[src/rtl/cvw_pkg.sv]
// Shared trap-sequencer types: FSM state encoding, CSR write-select codes and trap targets.
package cvw_pkg;

  typedef enum logic [2:0] {
    IDLE       = 3'd0,
    WR_EPC     = 3'd1,
    WR_CAUSE   = 3'd2,
    WR_TVAL    = 3'd3,
    WR_STATUS  = 3'd4,
    RET_STATUS = 3'd5,
    REDIRECT   = 3'd6
  } trap_state_e;

  typedef enum logic [1:0] {
    TGT_NONE = 2'd0,
    TGT_M    = 2'd1,
    TGT_HS   = 2'd2,
    TGT_VS   = 2'd3
  } trap_tgt_e;

  localparam logic [2:0] SEL_EPC     = 3'd0;
  localparam logic [2:0] SEL_CAUSE   = 3'd1;
  localparam logic [2:0] SEL_TVAL    = 3'd2;
  localparam logic [2:0] SEL_STATUS  = 3'd3;
  localparam logic [2:0] SEL_RETSTAT = 3'd4;

endpackage

[src/rtl/trap_deleg.sv]
// Combinational trap target resolution from delegation CSRs, privilege and V bit.
module trap_deleg
  import cvw_pkg::*;
#(
  parameter int unsigned XLEN = 64
) (
  input  logic            CauseInt,
  input  logic [5:0]      CauseCode,
  input  logic [1:0]      PrivilegeMode,
  input  logic            VirtMode,
  input  logic [XLEN-1:0] MEDELEG,
  input  logic [XLEN-1:0] MIDELEG,
  input  logic [XLEN-1:0] HEDELEG,
  input  logic [XLEN-1:0] HIDELEG,
  output trap_tgt_e       Target
);

  localparam int unsigned IW = $clog2(XLEN);
  // Cause-code bits that would index beyond the delegation registers
  localparam logic [5:0] HI_MASK = ~6'((64'(1) << IW) - 64'(1));

  logic [IW-1:0] idx;
  logic          in_range;
  logic          m_bit;
  logic          h_bit;
  logic          delegated;

  always_comb begin
    idx       = CauseCode[IW-1:0];
    in_range  = (CauseCode & HI_MASK) == 6'd0;
    m_bit     = CauseInt ? MIDELEG[idx] : MEDELEG[idx];
    h_bit     = CauseInt ? HIDELEG[idx] : HEDELEG[idx];
    delegated = in_range && m_bit && (PrivilegeMode != 2'b11);
    if (!delegated)
      Target = TGT_M;
    else if (VirtMode && h_bit)
      Target = TGT_VS;
    else
      Target = TGT_HS;
  end

endmodule

[src/rtl/trap_sequencer.sv]
// Sequences trap-entry and return CSR writes, one write per handshake, then redirects.
// Optional TRAPSEQ_TVAL_EN adds the trap-value write state and its capture register.
module trap_sequencer
  import cvw_pkg::*;
#(
  parameter int unsigned XLEN = 64
) (
  input  logic            clk,
  input  logic            reset,
  input  logic            TrapReq,
  input  logic            RetReq,
  input  logic            RetIsS,
  input  logic            CauseInt,
  input  logic [5:0]      CauseCode,
  input  logic [1:0]      PrivilegeMode,
  input  logic            VirtMode,
  input  logic [XLEN-1:0] MEDELEG,
  input  logic [XLEN-1:0] MIDELEG,
  input  logic [XLEN-1:0] HEDELEG,
  input  logic [XLEN-1:0] HIDELEG,
  input  logic [XLEN-1:0] PCM,
  input  logic [XLEN-1:0] TvalIn,
  input  logic            CsrWrReady,
  output logic            CsrWrEn,
  output logic [2:0]      CsrWrSel,
  output logic [XLEN-1:0] CsrWrData,
  output logic            TrapToM,
  output logic            TrapToHS,
  output logic            TrapToVS,
  output logic            Busy,
  output logic            Done,
  output logic            DoneIsRet
);

  trap_state_e     state, state_next;
  trap_tgt_e       tgt, tgt_q;
  logic            accept_trap, accept_ret;
  logic [XLEN-1:0] pc_q;
  logic            cause_int_q;
  logic [5:0]      cause_code_q;
  logic [1:0]      priv_q;
  logic            virt_q;
  logic            is_ret_q;
  logic            ret_is_s_q;

  trap_deleg #(.XLEN(XLEN)) u_deleg (
    .CauseInt      (CauseInt),
    .CauseCode     (CauseCode),
    .PrivilegeMode (PrivilegeMode),
    .VirtMode      (VirtMode),
    .MEDELEG       (MEDELEG),
    .MIDELEG       (MIDELEG),
    .HEDELEG       (HEDELEG),
    .HIDELEG       (HIDELEG),
    .Target        (tgt)
  );

  assign accept_trap = (state == IDLE) && TrapReq;
  assign accept_ret  = (state == IDLE) && !TrapReq && RetReq;

  always_ff @(posedge clk or posedge reset) begin
    if (reset) state <= IDLE;
    else       state <= state_next;
  end

  // Request context is frozen at acceptance so mid-sequence input changes are ignored
  always_ff @(posedge clk or posedge reset) begin
    if (reset) begin
      pc_q         <= '0;
      cause_int_q  <= 1'b0;
      cause_code_q <= '0;
      priv_q       <= '0;
      virt_q       <= 1'b0;
      tgt_q        <= TGT_NONE;
      is_ret_q     <= 1'b0;
      ret_is_s_q   <= 1'b0;
    end else if (accept_trap) begin
      pc_q         <= PCM;
      cause_int_q  <= CauseInt;
      cause_code_q <= CauseCode;
      priv_q       <= PrivilegeMode;
      virt_q       <= VirtMode;
      tgt_q        <= tgt;
      is_ret_q     <= 1'b0;
    end else if (accept_ret) begin
      tgt_q        <= TGT_NONE;
      is_ret_q     <= 1'b1;
      ret_is_s_q   <= RetIsS;
    end
  end

`ifdef TRAPSEQ_TVAL_EN
  logic [XLEN-1:0] tval_q;

  always_ff @(posedge clk or posedge reset) begin
    if (reset)            tval_q <= '0;
    else if (accept_trap) tval_q <= TvalIn;
  end
`else
  logic unused_tval;
  assign unused_tval = ^TvalIn;
`endif

  always_comb begin
    state_next = state;
    CsrWrEn    = 1'b0;
    CsrWrSel   = SEL_EPC;
    CsrWrData  = '0;
    Done       = 1'b0;
    DoneIsRet  = 1'b0;
    case (state)
      IDLE: begin
        if (TrapReq)     state_next = WR_EPC;
        else if (RetReq) state_next = RET_STATUS;
      end
      WR_EPC: begin
        CsrWrEn   = 1'b1;
        CsrWrSel  = SEL_EPC;
        CsrWrData = pc_q;
        if (CsrWrReady) state_next = WR_CAUSE;
      end
      WR_CAUSE: begin
        CsrWrEn   = 1'b1;
        CsrWrSel  = SEL_CAUSE;
        CsrWrData = {cause_int_q, {(XLEN-7){1'b0}}, cause_code_q};
`ifdef TRAPSEQ_TVAL_EN
        if (CsrWrReady) state_next = WR_TVAL;
`else
        if (CsrWrReady) state_next = WR_STATUS;
`endif
      end
      WR_TVAL: begin
`ifdef TRAPSEQ_TVAL_EN
        CsrWrEn   = 1'b1;
        CsrWrSel  = SEL_TVAL;
        CsrWrData = tval_q;
        if (CsrWrReady) state_next = WR_STATUS;
`else
        state_next = IDLE;
`endif
      end
      WR_STATUS: begin
        CsrWrEn   = 1'b1;
        CsrWrSel  = SEL_STATUS;
        CsrWrData = {{(XLEN-3){1'b0}}, virt_q, priv_q};
        if (CsrWrReady) state_next = REDIRECT;
      end
      RET_STATUS: begin
        CsrWrEn   = 1'b1;
        CsrWrSel  = SEL_RETSTAT;
        CsrWrData = {{(XLEN-1){1'b0}}, ret_is_s_q};
        if (CsrWrReady) state_next = REDIRECT;
      end
      REDIRECT: begin
        Done       = 1'b1;
        DoneIsRet  = is_ret_q;
        state_next = IDLE;
      end
      default: state_next = IDLE;
    endcase
  end

  assign Busy     = (state != IDLE);
  assign TrapToM  = Busy && !is_ret_q && (tgt_q == TGT_M);
  assign TrapToHS = Busy && !is_ret_q && (tgt_q == TGT_HS);
  assign TrapToVS = Busy && !is_ret_q && (tgt_q == TGT_VS);

endmodule

[config.mk]
export PLATFORM = sky130hd
export DESIGN_NAME = trap_sequencer
export DESIGN_NICKNAME = d
export VERILOG_FILES = /design/src/rtl/cvw_pkg.sv /design/src/rtl/trap_deleg.sv /design/src/rtl/trap_sequencer.sv
export SDC_FILE = /design/constraint.sdc
export NUM_CORES = 1
export LEC_CHECK = 0
export CORE_AREA = 2 2 182 184
export DETAILED_ROUTE_END_ITERATION = 12
export DIE_AREA = 0 0 184 186
export PLACE_DENSITY = 0.54
export SYNTH_ARGS = -nofsm -noshare
export SYNTH_HDL_FRONTEND = slang
export SYNTH_HIERARCHICAL = 1
export SYNTH_SLANG_ARGS = --single-unit
[constraint.sdc]
create_clock -name clk -period 2.28 [get_ports clk]
set_input_delay 0.228 -clock clk [delete_from_list [all_inputs] [get_ports clk]]
set_output_delay 0.228 -clock clk [all_outputs]
set_load 0.005 [all_outputs]
# [Word-level counts from Yosys, hierarchy flattened]
# Index checks and enable logic that the tools add are counted.
[word_totals] reg_bits=81 inputBits=400 out_inout_bits=74
[classes] order_cmp=1 n_eq_ne=13 n_mux=27 n_bitwise=1 reduce_logical=18
[op_table] op="64-bit case mux with 4 select lines" count=1
[op_table] op="1-bit binary-select mux with 6-bit select" count=4
[op_table] op="3-bit 2-to-1 mux" count=5
[op_table] op="1-bit 2-to-1 mux" count=12
[op_table] op="3-bit case mux with 4 select lines" count=1
[op_table] op="3-bit equality test (second input constant)" count=3
[op_table] op="1-bit logical AND" count=9
[op_table] op="3-bit case mux with 3 select lines" count=1
[op_table] op="6-bit by 7-bit less-than comparator with 1-bit output (second input constant)" count=1
[op_table] op="2-bit 2-to-1 mux" count=3
[op_table] op="2-bit != test (second input constant)" count=3
[op_table] op="2-bit equality test (second input constant)" count=2
[op_table] op="4-bit AND reduction" count=1
[op_table] op="4-bit OR reduction" count=1
[op_table] op="3-bit by 1-bit equality test with 1-bit output (second input constant)" count=1
[op_table] op="3-bit by 2-bit equality test with 1-bit output (second input constant)" count=1
[op_table] op="3-bit logical NOT" count=1
[op_table] op="3-bit != test (second input constant)" count=1
[op_table] op="3-bit nonzero test" count=1
[op_table] op="2-bit by 1-bit equality test with 1-bit output (second input constant)" count=1
[op_table] op="1-bit logical NOT" count=2
[op_table] op="2-bit by 1-bit != test with 1-bit output (second input constant)" count=1
[op_table] op="2-bit AND reduction" count=1
[op_table] op="2-bit nonzero test" count=1
[op_table] op="2 further kinds" count=2

# [Depth between registers and ports, before layout]
[depth] ltp_word=7 depth_mapped=11 depth_no_buf=7

# [Modules after synthesis]
# The synthesis kept the hierarchy.
[by_module_without_submodules] mod="trap_sequencer" instances=1 cells_each=289 area_each_um2=3849.9
[by_module_without_submodules] mod="trap_deleg" instances=1 cells_each=244 area_each_um2=2477.4

# [Least setup slack after synthesis]
# OpenSTA, ideal clock, no wires.
[synth_path] path_kind="input port to flip-flop" start="input port CauseCode[1]" end="register tgt_q[1]" setup_time_ns=0.121 t_arrival_ns=1.908 t_required_ns=2.159 setup_slack_ns=0.251 cell_stages=9 n_path_buf=3 path_cell_list="buf_4 > buf_2 > mux2_2 > o22ai_1 > nor3_1 > nor4_1 > a22oi_2 > buf_4 > a22o_1"
[synth_via] elab_chain_cells=6 elab_cells_between_ends=8 cone_classes="7 x mux; 1 x reduce/logical"
[synth_rtl] item="from (decl)" line="trap_sequencer.sv:14" text="input logic [5:0] CauseCode,"
[synth_rtl] item="1-bit binary-select mux with 6-bit select" line="trap_deleg.sv:31" text="m_bit = CauseInt ? MIDELEG[idx] : MEDELEG[idx];"
[synth_rtl] item="1-bit 2-to-1 mux (not written as such)" line="trap_deleg.sv:31"
[synth_rtl] item="1-bit 2-to-1 mux *" line="trap_deleg.sv:31"
[synth_rtl] item="1-bit logical AND *" line="trap_deleg.sv:33" text="delegated = in_range && m_bit && (PrivilegeMode != 2'b11);"
[synth_rtl] item="via u_deleg.delegated" line="trap_deleg.sv:26" text="logic delegated;"
[synth_rtl] item="2-bit 2-to-1 mux *" line="trap_deleg.sv:34" text="if (!delegated)"
[synth_rtl] item="via tgt[1]" line="trap_sequencer.sv:36" text="trap_tgt_e tgt, tgt_q;"
[synth_rtl] item="2-bit 2-to-1 mux *" line="trap_sequencer.sv:77" text="end else if (accept_trap) begin"
[synth_rtl] item="to (signal assigned)" line="trap_sequencer.sv:83" text="tgt_q <= tgt;"
[synth_rtl] item="to (decl)" line="trap_sequencer.sv:36"
# Mark *: on every way through the listed nets, which the timed path passes. The rest lies on a longest branch. The select of a mux whose other input is x is not followed.
# A chain may end at the register's enable or synchronous reset.

# [Worst setup path in the final report]
[layout_path] start="register state[0]" end="output port CsrWrData[55]"
[layout_via] elab_chain_cells=2 elab_cells_between_ends=5 cone_classes="4 x eq/ne; 1 x mux"
[layout_rtl] item="from (decl)" line="trap_sequencer.sv:35" text="trap_state_e state, state_next;"
[layout_rtl] item="from (signal assigned)" line="trap_sequencer.sv:63" text="else state <= state_next;"
[layout_rtl] item="3-bit equality test (tied with other cells)" line="trap_sequencer.sv:111" text="case (state)"
[layout_rtl] item="64-bit case mux with 4 select lines *" line="trap_sequencer.sv:111"
[layout_rtl] item="to (decl)" line="trap_sequencer.sv:26" text="output logic [XLEN-1:0] CsrWrData,"
# Every way passes the cells marked *; elsewhere a longest branch is shown, timed or not.

==> impl_metrics.ini <==
[route]
postRouteAntennaNets = 0
first_pass_iteration_count_of_the_detailed_router = 5
routed_via_density = 4.49
routedWlPerCell_microns = 20.0
residual_drc_count = 0
drt_first_iter_violations = 265
drt_wl_total_microns = 27700
routed-via-count = 6209

[clock_tree]
cts_num_sinks = 81
ctsLongestPathBuffers = 2
cts_tree = built
root_buffer = clkbuf_16
cts_buffers = 9
clkTransAtPathRegs_ns = 0.06
htree_levels = 3
worstSkewPairLatency_ns = 0.34

[die]
core_region_area_sq_mm = 0.0322
die_y_microns = 186
initial_core_util = 0.196
rows = 66
die_area_sq_mm = 0.0342
die_width_microns = 184
num_io_pins = 474

[synth]
synth_warnings = 6
synth_cell_type_count = 57
yosys.area_share.simple = 0.135
synth_flop_cell = dfrtp_1
number_of_instances_in_the_synthesized_netlist = 533
synth_sequential_area_ratio = 0.320
yosys.area_share.adder = 0
synthXorXnorAreaFrac = 0.00138
muxShareOfSynthArea = 0.386
async_sr_flop_fraction = 1.00
synth_top_family_by_area = multiplexers
synth-compound-area-share = 0.0937
synth_fp_nets = 933
synth.avg_cell_area_sq_um = 11.9
syn_area_sq_mm = 0.00633
number_of_flops_mapped_to_enable_cells_by_yosys = 0
yosys_register_bits = 81

[min_path]
hp-class = in2async

[placement]
detailed_place.area_sq_mm = 0.0111
place_congestion = 0.860
io_buffer_count = 409
place.detailed.hpwl_microns = 22600
place_inst = 1356

[timing]
setup_repair_after_global_routing_missed_its_margin = true
fmax_mhz = 448
post-route-period-util = 0.978
hold_viol = 0
final-max-slew-violation-count = 0
setup_viol_count_final = 0
fin_crit_ns = 2.23
worst_clock_skew_ns = 0.00606
final.setup.tns_ns = 0
hold_slack_ns = 0.141
timing_worst_slew_pin_value_ns = 0.648
maxSlewHeadroom = 0.564

[grt]
global_route.overflow_total = 0
met1_usage = 0.190
globalRouteMet3Util = 0.0262
grt_pass1_wl_microns = 40100
globalRouteTotalUtil = 0.158
top_usage_layer = met2
grt_start_max_net_pins = 57
vias_in_the_first_global_route = 6663
antenna_found_initial = 3
grt_use_met2 = 0.288

[cells_and_area]
seq_area_sq_mm = 0.00203
multi_input_comb_area_sq_mm = 0.00392
most_used_cells_in_the_layout_excluding_fill_and_tap_cells = 401 x clkdlybuf4s50_1, 78 x dfrtp_1, 76 x mux2_2
proportion_of_layout_cells_with_a_drive_suffix_above_1 = 0.228
final_cells = 1383
fill_cells = 3230
commonest_non_fill_non_tap_cell_in_the_layout = clkdlybuf4s50_1
postLayoutCoreUtil = 0.358
layout.nets = 1368
final_area_sq_mm = 0.0115
areaGrowthSynthToFinish_pct = 82.3

[critical_path]
timing.critical_path.from_type = flip-flop
cp_cell_sequence = nor2b_4 -> bufbuf_16 -> and3_1 -> clkdlybuf4s50_1
cp_slowest_cell = clkdlybuf4s50_1
timing.critical_path.slowest_cell_delay_ns = 0.50
critical_path_required_ns = 2.05
regToRegEndpoint = cause_code_q[5]
setup.worst_path.end = CsrWrData[55]
worst_setup_path_startpoint = state[0]
path_max_fanout = 31
critPathArrivalTime_ns = 2.00
setup.worst_path.class = reg2out
cp-end-kind = output port
reg_to_reg_setup_timing_slack_ns = 0.19
regToRegStartpoint = state[1]
reg2reg_depth = 5

[power_and_ir_drop]
p_per_area_mw_per_mm2 = 751
leakagePower_uw = 0.00473
ir_drop_worst_case_vdd_mv = 0.360

[flow_run]
drv.max_cap_violation_count = 0

[status]
run_status = completed
==> registers in the layout, summed over array words and instances (netlist names) <==
name	flops
tgt_q	2
cause_int_q	1
state	3
virt_q	1
cause_code_q	6
priv_q	2
ret_is_s_q	1
pc_q	64
is_ret_q	1
==> worst min-delay path by stage <==
stage,slack [ns],to,startpoint,cells after the start
2_1_floorplan,0.38,pc_q[0],PCM[0],1
3_3_place_gp,0.48,pc_q[51],pc_q[51],1
3_5_place_dp,0.48,pc_q[18],pc_q[18],1
4_1_cts,0.12,pc_q[23],reset,2
5_1_grt,0.13,pc_q[23],reset,2
6_report,0.14,pc_q[23],reset,2
==> layer usage <==
layer	vias up	part of all wire
li1	2964	-
met1	2967	0.41
met5	-	0
met2	254	0.52
met4	0	0.016
met3	24	0.058
==> synthesized netlist by cell type (all sizes together), types with 5 or more instances <==
master  instances  area, sq um
o21ai          12         60.1
o22ai          19          119
nor2           13         48.8
mux2i          28          280
and3           59          369
buf            32          285
nor2b          15         93.8
mux4           37          901
nand2           9         33.8
a22oi          16          125
nand3b          6         45.0
a211oi          5         37.5
dfrtp          81         2030
mux2          103         1260
clkbuf         19         91.3
and2            5         31.3
nand2b          7         43.8
inv             5         18.8
nor3           12         71.3
a21oi           6         30.0
==> critical path: cells and delay by family, from the launching register on <==
family	cells	cell delay (ns)
buf+inv	2	0.84
flops	1	0.43
simple gates	2	0.39
==> area by class of cell <==
class	instances	share of cell area
multi-input cells	395	0.339
flip-flops and latches	81	0.176
well taps	408	0.0442
inverters	6	0.00228
repair buffers	475	0.414
diodes	2	0.000434
clock buffers	10	0.0198
clock inverters	6	0.00369
==> per-stage QoR <==
step	setup slack, ns	total power (uW)
final	0.0503	8660
after global routing	-0.0402	9260
after CTS	-0.0357	8680
after detailed placement	-0.332	7120
after global placement	-0.270	7050
after floorplan	0.251	4970
==> power by group <==
part | leakage, uW | total [uW] | internal, uW | switching (uW)
registers | 0.000956 | 2620 | 2190 | 435
clock network | 0.000129 | 1380 | 743 | 637
logic | 0.00364 | 4660 | 2950 | 1710
==> timing repair <==
item	4_1_cts	5_1_grt
resized for setup	6	8
setup endpoints to repair	67	62
gates cloned	1	1
setup buffers	4	3
hold buffers	0	0
==> cells by family (layout without fill, tap and decap cells) <==
kind of cell,Yosys count,after routing
compound gates,83,83
xor+xnor,1,1
buf+inv,57,497
flops,81,81
mux,168,168
other cells,0,2
simple gates,143,143
No activity file was read; power rests on OpenSTA's default activity.
